==> src/rtl/mips_fwd_hzd_unit.sv <==
// -----------------------------------------------------------------------------
// mips_fwd_hzd_unit
//
// Operand forwarding and load-use hazard unit between the ID/EX registers and
// the ALU. Each of NUM_SRC E-stage operands is resolved from the M-stage ALU
// result, the W-stage writeback value, a FWD_DEPTH-deep history of retired
// writes, or the register file, in that priority order. A load in M is never
// forwarded; a consumer of it in E raises a same-cycle stall request instead.
//
// Optional feature: define MIPS_FWD_PERF_CNT_EN to build the saturating
// stall / forward performance counters. Without it both counters read 0.
//
// Ports
//   clk, rst        clock, asynchronous active-high reset
//   freeze_i        whole-pipeline freeze; history and FSM hold
//   src_addr_e      E-stage source addresses, operand k at [k*REG_ADDR_W +: REG_ADDR_W]
//   rf_data_e       register-file read data per operand
//   wr_en_m, is_load_m, rd_m, alu_res_m              M-stage writer
//   wr_en_w, is_load_w, rd_w, alu_res_w, mem_rdata_w W-stage writer
//   op_data_e       resolved operands
//   fwd_sel_e       per-operand source: 0=RF 1=M 2=W 3+k=history k
//   stall_o         load-use stall request (combinational)
//   stall_cnt_o     saturating count of stall cycles
//   fwd_cnt_o       saturating count of unfrozen cycles with any forward
//
// FSM
//   state    | meaning
//   ST_RUN   | no load-use stall issued last unfrozen cycle
//   ST_STALL | stall issued last unfrozen cycle (back-to-back tracking)
// -----------------------------------------------------------------------------
module mips_fwd_hzd_unit #(
   parameter int NUM_SRC    = 2,
   parameter int FWD_DEPTH  = 1,
   parameter int REG_ADDR_W = 5,
   parameter int DATA_W     = 32,
   parameter int SEL_W      = $clog2(FWD_DEPTH + 3)
) (
   input  logic                          clk,
   input  logic                          rst,
   input  logic                          freeze_i,
   input  logic [NUM_SRC*REG_ADDR_W-1:0] src_addr_e,
   input  logic [NUM_SRC*DATA_W-1:0]     rf_data_e,
   input  logic                          wr_en_m,
   input  logic                          is_load_m,
   input  logic [REG_ADDR_W-1:0]         rd_m,
   input  logic [DATA_W-1:0]             alu_res_m,
   input  logic                          wr_en_w,
   input  logic                          is_load_w,
   input  logic [REG_ADDR_W-1:0]         rd_w,
   input  logic [DATA_W-1:0]             alu_res_w,
   input  logic [DATA_W-1:0]             mem_rdata_w,
   output logic [NUM_SRC*DATA_W-1:0]     op_data_e,
   output logic [NUM_SRC*SEL_W-1:0]      fwd_sel_e,
   output logic                          stall_o,
   output logic [31:0]                   stall_cnt_o,
   output logic [31:0]                   fwd_cnt_o
);

   localparam int HD = (FWD_DEPTH > 0) ? FWD_DEPTH : 1;

   typedef enum logic {ST_RUN, ST_STALL} state_t;

   state_t state_q, state_d;

   logic [DATA_W-1:0]                 wb_w;
   logic                              lu_hit;
   logic [HD-1:0]                     hist_vld;
   logic [HD-1:0][REG_ADDR_W-1:0]     hist_rd;
   logic [HD-1:0][DATA_W-1:0]         hist_data;

   assign wb_w = is_load_w ? mem_rdata_w : alu_res_w;

   // Retired-write history: covers the skew between the regfile write in W
   // and the read that the E-stage instruction already performed in ID.
   generate
      if (FWD_DEPTH > 0) begin : g_hist
         always_ff @(posedge clk or posedge rst) begin
            if (rst) begin
               hist_vld  <= '0;
               hist_rd   <= '0;
               hist_data <= '0;
            end else if (!freeze_i) begin
               hist_vld[0]  <= wr_en_w;
               hist_rd[0]   <= rd_w;
               hist_data[0] <= wb_w;
               for (int h = 1; h < FWD_DEPTH; h++) begin
                  hist_vld[h]  <= hist_vld[h-1];
                  hist_rd[h]   <= hist_rd[h-1];
                  hist_data[h] <= hist_data[h-1];
               end
            end
         end
      end else begin : g_no_hist
         assign hist_vld  = '0;
         assign hist_rd   = '0;
         assign hist_data = '0;
      end
   endgenerate

   // Forwarding mux. Reset forces the RF path so the outputs are defined
   // while the flops are held in reset.
   always_comb begin : p_fwd
      logic [REG_ADDR_W-1:0] src;
      logic                  hit;
      src       = '0;
      hit       = 1'b0;
      lu_hit    = 1'b0;
      op_data_e = rf_data_e;
      fwd_sel_e = '0;
      if (!rst) begin
         for (int k = 0; k < NUM_SRC; k++) begin
            src = src_addr_e[k*REG_ADDR_W +: REG_ADDR_W];
            hit = 1'b0;
            if (src != '0) begin
               if (wr_en_m && is_load_m && (rd_m == src)) begin
                  lu_hit = 1'b1;
               end
               // A load in M is skipped here, so the lower-priority match
               // still drives the operand while the stall is in effect.
               if (wr_en_m && !is_load_m && (rd_m == src)) begin
                  hit = 1'b1;
                  fwd_sel_e[k*SEL_W +: SEL_W] = SEL_W'(1);
                  op_data_e[k*DATA_W +: DATA_W] = alu_res_m;
               end else if (wr_en_w && (rd_w == src)) begin
                  hit = 1'b1;
                  fwd_sel_e[k*SEL_W +: SEL_W] = SEL_W'(2);
                  op_data_e[k*DATA_W +: DATA_W] = wb_w;
               end
               for (int h = 0; h < FWD_DEPTH; h++) begin
                  if (!hit && hist_vld[h] && (hist_rd[h] == src)) begin
                     hit = 1'b1;
                     fwd_sel_e[k*SEL_W +: SEL_W] = SEL_W'(h + 3);
                     op_data_e[k*DATA_W +: DATA_W] = hist_data[h];
                  end
               end
            end
         end
      end
   end

   assign stall_o = lu_hit & ~freeze_i;

   always_ff @(posedge clk or posedge rst) begin
      if (rst) begin
         state_q <= ST_RUN;
      end else begin
         state_q <= state_d;
      end
   end

   always_comb begin
      state_d = state_q;
      if (!freeze_i) begin
         state_d = stall_o ? ST_STALL : ST_RUN;
      end
   end

`ifdef MIPS_FWD_PERF_CNT_EN
   logic [31:0] stall_cnt_q;
   logic [31:0] fwd_cnt_q;

   always_ff @(posedge clk or posedge rst) begin
      if (rst) begin
         stall_cnt_q <= '0;
         fwd_cnt_q   <= '0;
      end else if (!freeze_i) begin
         // Entering or staying in STALL is exactly a cycle with stall_o set.
         if ((state_d == ST_STALL) && (stall_cnt_q != 32'hFFFF_FFFF)) begin
            stall_cnt_q <= stall_cnt_q + 32'd1;
         end
         if ((|fwd_sel_e) && (fwd_cnt_q != 32'hFFFF_FFFF)) begin
            fwd_cnt_q <= fwd_cnt_q + 32'd1;
         end
      end
   end

   assign stall_cnt_o = stall_cnt_q;
   assign fwd_cnt_o   = fwd_cnt_q;
`else
   assign stall_cnt_o = 32'h0;
   assign fwd_cnt_o   = 32'h0;
`endif

endmodule

==> config.mk <==
export PLATFORM = sky130hd
export DESIGN_NAME = mips_fwd_hzd_unit
export DESIGN_NICKNAME = d
export VERILOG_FILES = /design/src/rtl/mips_fwd_hzd_unit.sv
export SDC_FILE = /design/constraint.sdc
export NUM_CORES = 1
export LEC_CHECK = 0
export ABC_AREA = 1
export CAP_MARGIN = 20
export CELL_PAD_IN_SITES_DETAIL_PLACEMENT = 1
export CELL_PAD_IN_SITES_GLOBAL_PLACEMENT = 1
export CORE_MARGIN = 1
export CORE_UTILIZATION = 29
export CTS_BUF_LIST = sky130_fd_sc_hd__clkbuf_16
export DETAILED_ROUTE_END_ITERATION = 8
export PLACE_DENSITY_LB_ADDON = 0.1
export SLEW_MARGIN = 10
export SYNTH_ARGS = -nofsm -noshare
export SYNTH_HDL_FRONTEND = slang
export SYNTH_SLANG_ARGS = --single-unit
==> constraint.sdc <==
create_clock -name clk -period 4.8 [get_ports clk]
set_input_delay 0.96 -clock clk [delete_from_list [all_inputs] [get_ports clk]]
set_output_delay 0.96 -clock clk [all_outputs]
set_load 0.02 [all_outputs]
==> metrics.md, run 1 <==
| Metric | Value |
|---|---|
| Worst r2r src | `hist_rd[2]` |
| Finished Core Util | `42.37%` |
| DP Area | `0.009544 mm^2` |
| Clk sinks | `38` |
| Layout Skew | `0 ns` |
| Synth Area in Compound Gates | `5.538%` |
| Ratio of final minimum period to clock period | `95.39%` |
| Multiplexer area fraction after synthesis | `0%` |
| Worst skew pair latency | `0.29 ns` |
| WL met1 | `14.65 mm` |
| Clk slew on worst S/H paths | `0.06 ns` |
| # nets final | `1731` |
| Worst EP required | `3.84 ns` |
| Switching share of power | `42.47%` |
| Drt pass-1 iters | `5` |
| Worst R2R End | `hist_rd[2]` |
| Fraction of power consumed by the clock network | `23.9%` |
| Clock buffer count from CTS | `5` |
| NetSw | `708.9 uW` |
| Die X | `155.9 um` |
| Worst path arrival time | `3.62 ns` |
| 1st-iter DRT viols | `486` |
| Setup-failing EPs final | `0` |
| CP Launch Type | `primary input` |
| Maximum clock rate | `0.2184 GHz` |
| WL/cell | `17.74 um` |
| Drt total wl | `32.95 mm` |
| CTS tree | `yes` |
| Seq pwr share | `21.9%` |
| Non-filler cells, final | `1858` |
| Reg2Reg Depth | `2` |
| GRT Resource Usage Total | `27.03%` |
| Simple-gate area share of the yosys netlist | `57.33%` |
| I/O pin cnt | `320` |
| Antenna cells | `0` |
| Core Box Area | `0.02292 mm^2` |
| Register area | `950.9 um^2` |
| Sequential fraction of the synthesis area | `13.85%` |
| Placed insts | `1850` |
| Largest family of logic cells by synthesized area | `simple AND/OR/NAND/NOR gates` |
| Post_cts resized | `0` |
| Highest metal used | `met4` |
| Hold_buf cts | `0` |
| RSZ-0062 raised after global routing | `no` |
| Avg Inst Size Synth | `5.148 um^2` |
| Crit path kind | `primary input to output pin` |
| Layout Area Growth over Synthesis | `41.37%` |
| Multi-input combinational cell area | `0.004639 mm^2` |
| Pint | `960.1 uW` |
| Comb power frac | `54.3%` |
| R2R setup slack | `4.07 ns` |
| H-tree depth | `2` |
| DRC viols | `0` |
| Final Max Slew Viols | `0` |
| FF+latch count, synth | `38` |
| Post-synth ARST share | `100.0%` |
| Crit. End Element | `output pin` |
| Setup TNS | `0 ns` |
| Number of routed nets with antenna violations | `0` |
| Post-CTS setup buffers | `0` |
| Post-Syn Instances | `1334` |
| Met3 WL | `1.853 mm` |
| Max-cap violation count | `0` |
| Max Fanout on Critical Path | `39` |
| CTS max path bufs | `2` |
| Initial Util | `29.97%` |
| I/O Buffers | `255` |
| Synthesis warning total | `0` |
| Worst min path class | `flip-flop to flip-flop` |
| Via Count | `9358` |
| Number of antenna violations at the first check in global routing | `0` |
| Hold path start | `hist_data[17]` |
| Worst Hold Depth | `2` |
| Rel. slew slack | `50.29%` |
| Die height | `155.9 um` |
| Final Cell Area | `0.009709 mm^2` |
| Ys flop type | `dfrtp_1` |
| Synthesized area | `0.006868 mm^2` |
| Gp weighted congestion | `0.8610` |
| Post-Synth XOR/XNOR Area | `0.2551%` |
| Number of flops mapped to enable cells by yosys | `0` |
| Dpl ws | `0.2506 ns` |
| Commonest non-fill, non-tap cell in the layout | `nand2_1` |
| Final hold vios | `0` |
| Placed wire-length estimate | `23.99 mm` |
| Min setup slack post-route | `0.2213 ns` |
| Worst min-delay path endpoint | `hist_data[17]` |
| Die area | `0.02430 mm^2` |
| Min cycle time layout | `4.579 ns` |
| Vias in the first global route | `9369` |
| Distinct cells, synth | `25` |
| Pwr per Cell Area | `171.9 mW/mm^2` |
| Routed wl met2 | `15.64 mm` |
| Most frequent cells in the layout | `600 x nand2_1, 254 x clkdlybuf4s50_1, 132 x nand4_1, 132 x nand3_1, 112 x inv_1` |
| Static leakage | `0.005112 uW` |
| Worst VDD drop | `0.0001189 V` |
| Clk root buf | `clkbuf_16` |
| First-pass GRT wire length | `51.94 mm` |
| Synth Area in Adders | `0%` |
| Slew at the pin with the worst max-slew slack | `0.7378 ns` |
| Fill count | `3213` |
| Status | `complete, no violations` |
| Cell Rows | `55` |
| Pin count of the biggest net entering global routing | `66` |
| Vias per Instance | `5.037` |
| Share of cells above drive strength 1 | `5.890%` |
| GRT Residual Overflow | `0` |
-- how the worst max path moves through the flow --
| stage | startpoint | to | slack (ns) |
|---|---|---|---|
| 2_1_floorplan | rst | op_data_e[34] | 0.94 |
| 3_3_place_gp | src_addr_e[8] | op_data_e[37] | 0.35 |
| 3_5_place_dp | src_addr_e[8] | op_data_e[35] | 0.25 |
| 4_1_cts | src_addr_e[8] | op_data_e[35] | 0.20 |
| 5_1_grt | src_addr_e[5] | op_data_e[45] | 0.003 |
| 6_report | src_addr_e[6] | op_data_e[35] | 0.22 |
-- cell families after synthesis --
group,count (synthesis)
other,1
AOI/OAI and AO/OA,76
DFF,38
xor gates and xnor gates,2
buffers and inverters,323
and+or+nand+nor,894
-- area by class of cell --
type / instances / share of cell area, %
multi-input combinational: 1036 / 47.78
timing repair buffer: 304 / 30.54
sequential: 38 / 9.794
inverter: 159 / 6.147
tap: 313 / 4.034
clock buffer: 5 / 1.289
clock inverter: 3 / 0.4124
-- worst max-delay path, cell delays in order --
cell             delay (ns)
clkdlybuf4s50_1        0.53
inv_2                  0.07
nand2_1                0.06
nand2_1                0.05
nor2_1                 0.19
nand4_1                0.28
buf_12                 0.28
nand3_2                0.09
buf_4                  0.29
nand3_1                0.14
nand2_1                0.08
nand2_1                0.05
clkdlybuf4s50_1        0.54
-- synth_stat cells, types with 3 or more instances --
cell | number | area, um^2
nand2_1 | 602 | 2260
nand3_1 | 132 | 660.6
nand4_1 | 132 | 825.8
inv_1 | 115 | 431.7
o21ai_0 | 69 | 345.3
buf_4 | 65 | 488.0
buf_2 | 43 | 215.2
dfrtp_1 | 38 | 950.9
clkbuf_1 | 33 | 123.9
clkinv_1 | 32 | 120.1
buf_1 | 14 | 52.55
inv_2 | 12 | 45.04
nor2_1 | 10 | 37.54
buf_6 | 9 | 101.4
nor2_2 | 6 | 37.54
o21ai_1 | 4 | 20.02
a21oi_1 | 3 | 15.01
nand3_2 | 3 | 30.03
nor2_4 | 3 | 33.78
-- metrics by stage --
stage	power (uW)	hold slack, ns
CTS	1679	0.5473
global route	1777	0.5532
global placement	1261	0.5164
finish	1669	0.5416
detailed placement	1272	0.5297
floorplan	873.3	0.4717
-- power by group through the flow --
stage          logic, uW  registers, uW  clock network (uW)
6_report             906            365                 398
5_1_grt              991            368                 418
4_1_cts              907            365                 407
3_5_place_dp         902            370                   0
3_3_place_gp         891            369                   0
2_1_floorplan        506            367                   0
-- metal layers --
metal	vias up	GRT usage, %
met5	-	0
met4	0	7.983
met3	56	3.806
met2	341	45.30
met1	4424	35.77
li1	4537	-
-- flip-flops by register name, indices dropped and copies added (netlist names) --
name,cells
hist_vld,1
hist_data,32
hist_rd,5
(Power assumes the default switching activity.)
==> run 2: changes to the inputs <==
--- a/config.mk
+++ b/config.mk
@@ -9,7 +9,6 @@
 export CAP_MARGIN = 20
 export CELL_PAD_IN_SITES_DETAIL_PLACEMENT = 1
 export CELL_PAD_IN_SITES_GLOBAL_PLACEMENT = 1
-export CORE_MARGIN = 1
 export CORE_UTILIZATION = 29
 export CTS_BUF_LIST = sky130_fd_sc_hd__clkbuf_16
 export DETAILED_ROUTE_END_ITERATION = 8
==> results of run 2 <==
Same layout as run 1: the final DEF is identical, and so are final timing and power.
==> run 3: changes to the inputs <==
--- a/config.mk
+++ b/config.mk
@@ -9,10 +9,12 @@
 export CAP_MARGIN = 20
 export CELL_PAD_IN_SITES_DETAIL_PLACEMENT = 1
 export CELL_PAD_IN_SITES_GLOBAL_PLACEMENT = 1
+export CORE_MARGIN = 5
 export CORE_UTILIZATION = 29
 export CTS_BUF_LIST = sky130_fd_sc_hd__clkbuf_16
 export DETAILED_ROUTE_END_ITERATION = 8
 export PLACE_DENSITY_LB_ADDON = 0.1
+export REMOVE_ABC_BUFFERS = 1
 export SLEW_MARGIN = 10
 export SYNTH_ARGS = -nofsm -noshare
 export SYNTH_HDL_FRONTEND = slang
==> run 3 against run 2 <==
Against the previous run:
- combinational power grew 1%
- die area up 11%
- cell area is 0.26% higher
- count of clock-buffer cells in the layout is the same
- critical endpoint is now op_data_e[23]
- worst setup slack gained 0.042 ns
- flip-flop and latch count is the same
- clock power is 16% lower
- first-iteration DRC count up 3.7%
- via count barely moved
- register-to-register slack improved by 0.02 ns
- maximum frequency increased by 0.92%
==> metrics.md, run 3 (synthesis results as in run 1) <==
| Metric | Value |
|---|---|
| Initial Util | `29.35%` |
| Ratio of final minimum period to clock period | `94.52%` |
| H-tree depth | `2` |
| Placed wire-length estimate | `24.73 mm` |
| Vias per Instance | `5.031` |
| Maximum clock rate | `0.2204 GHz` |
| Drt total wl | `34.36 mm` |
| Crit path kind | `primary input to output pin` |
| Status | `complete, no violations` |
| Clk root buf | `clkbuf_16` |
| NetSw | `704.9 uW` |
| Die area | `0.02686 mm^2` |
| Number of antenna violations at the first check in global routing | `1` |
| WL/cell | `18.47 um` |
| I/O pin cnt | `320` |
| Setup-failing EPs final | `0` |
| Core Box Area | `0.02340 mm^2` |
| Layout Skew | `0 ns` |
| Rel. slew slack | `50.55%` |
| RSZ-0062 raised after global routing | `no` |
| Max reg flops | `32` |
| Max-cap violation count | `0` |
| Pint | `908.4 uW` |
| Commonest non-fill, non-tap cell in the layout | `nand2_1` |
| CTS tree | `yes` |
| Pwr per Cell Area | `165.7 mW/mm^2` |
| Fraction of power consumed by the clock network | `20.7%` |
| Clk sinks | `38` |
| Worst min path class | `flip-flop to flip-flop` |
| Share of cells above drive strength 1 | `5.581%` |
| Die X | `163.9 um` |
| CP bufs+invs | `4` |
| Clock buffer count from CTS | `5` |
| GRT Residual Overflow | `0` |
| Via Count | `9357` |
| Crit. End Element | `output pin` |
| CTS max path bufs | `2` |
| # nets final | `1727` |
| Switching share of power | `43.69%` |
| Post_cts resized | `0` |
| Final hold vios | `0` |
| DRC viols | `0` |
| Worst EP required | `3.84 ns` |
| Gp weighted congestion | `0.8352` |
| Largest register by flop count | `hist_data` |
| Seq pwr share | `22.6%` |
| Slowest stage cell on the critical path | `clkdlybuf4s50_1` |
| Slew at the pin with the worst max-slew slack | `0.7406 ns` |
| Hold WS | `0.5365 ns` |
| Biggest regs | `hist_data x32, hist_rd x5, hist_vld x1` |
| Crit-path most repeated cell | `nand2_1` |
| Die height | `163.9 um` |
| Dpl ws | `0.2958 ns` |
| Crit path cell chain | `clkdlybuf4s50_1, inv_2, nand2_1, nand2_1, nor2_4, buf_4, nand4_1, nand2_1, nand2_1, nand3_1, nand2_1, nand2_1, clkdlybuf4s50_1` |
| Layout Area Growth over Synthesis | `41.74%` |
| Largest stage delay on the critical path | `0.64 ns` |
| Min cycle time layout | `4.537 ns` |
| Finished Core Util | `41.60%` |
| 1st-iter DRT viols | `504` |
| Comb power frac | `56.7%` |
| Most frequent cells in the layout | `600 x nand2_1, 254 x clkdlybuf4s50_1, 132 x nand4_1, 132 x nand3_1, 112 x inv_1` |
| Fill count | `3330` |
| Setup TNS | `0 ns` |
| Placed insts | `1852` |
| Static leakage | `0.005113 uW` |
| Drt pass-1 iters | `5` |
| Final Max Slew Viols | `0` |
| Worst VDD drop | `0.0001122 V` |
| Post-CTS setup buffers | `0` |
| First-pass GRT wire length | `52.76 mm` |
| CP Launch Type | `primary input` |
| GRT Resource Usage Total | `24.67%` |
| Clk slew on worst S/H paths | `0.06 ns` |
| Number of routed nets with antenna violations | `0` |
| Min setup slack post-route | `0.2630 ns` |
| Vias in the first global route | `9569` |
| CP top delay family | `buffers and inverters` |
| Worst path arrival time | `3.58 ns` |
| Max Fanout on Critical Path | `33` |
| Antenna cells | `0` |
| Cell Rows | `56` |
| I/O Buffers | `255` |
| Pin count of the biggest net entering global routing | `66` |
| Worst skew pair latency | `0.29 ns` |
| Hold_buf cts | `0` |
| Non-filler cells, final | `1860` |
## run 3: changes by cell type in the layout (fill, tap and decap cells not counted)
cell / change
buf_4: -10
buf_12: +6
bufinv_16: -1
clkinv_1: +1
clkinv_2: -1
inv_2: +1
## run 3: final timing paths
path,slack [ns],depth (start not counted),to,from
setup / recovery,0.26,13,op_data_e[23],src_addr_e[3]
hold / removal,0.54,2,hist_data[13],hist_data[13]
setup reg to reg,4.09,2,hist_data[12],hist_data[12]
hold reg to reg,0.54,2,hist_data[13],hist_data[13]
max in group asynchronous,3.09,3,hist_data[19],rst
min in group asynchronous,1.31,3,hist_data[0],rst
## run 3: metal layers
| metal | wire (um) | GRT usage, % |
|---|---|---|
| met1 | 14960 | 31.93 |
| met2 | 16360 | 43.16 |
| met3 | 2470 | 4.417 |
| met4 | 551 | 4.842 |
| met5 | 13 | 0 |
## run 3: worst reg2reg max path: stages, from the launching register on
cell	delay, ns
dfrtp_1	0.36
inv_1	0.08
o21ai_0	0.10
## run 3: area by class of cell
cell class	instances	area, um^2	share of cell area, %
Multi-Input combinational cell	1036	4639	47.66
Inverter	159	596.8	6.131
Timing Repair Buffer	300	3010	30.93
Tap cell	319	399.1	4.100
Clock buffer	5	125.1	1.285
Clock inverter	3	12.51	0.1285
Sequential cell	38	950.9	9.769
## run 3: stage by stage
stage          area, um^2  total power [uW]
2_1_floorplan        6123             801.8
3_3_place_gp         9597              1275
3_5_place_dp         9597              1285
4_1_cts              9734              1632
5_1_grt              9734              1729
6_report             9734              1613
## run 3: power by group through the flow
stage	registers [uW]	logic, uW	clock network (uW)
final	365	915	333
after global routing	368	1000	361
after CTS	365	919	349
after detailed placement	371	915	0
after global placement	369	906	0
after floorplan	367	435	0
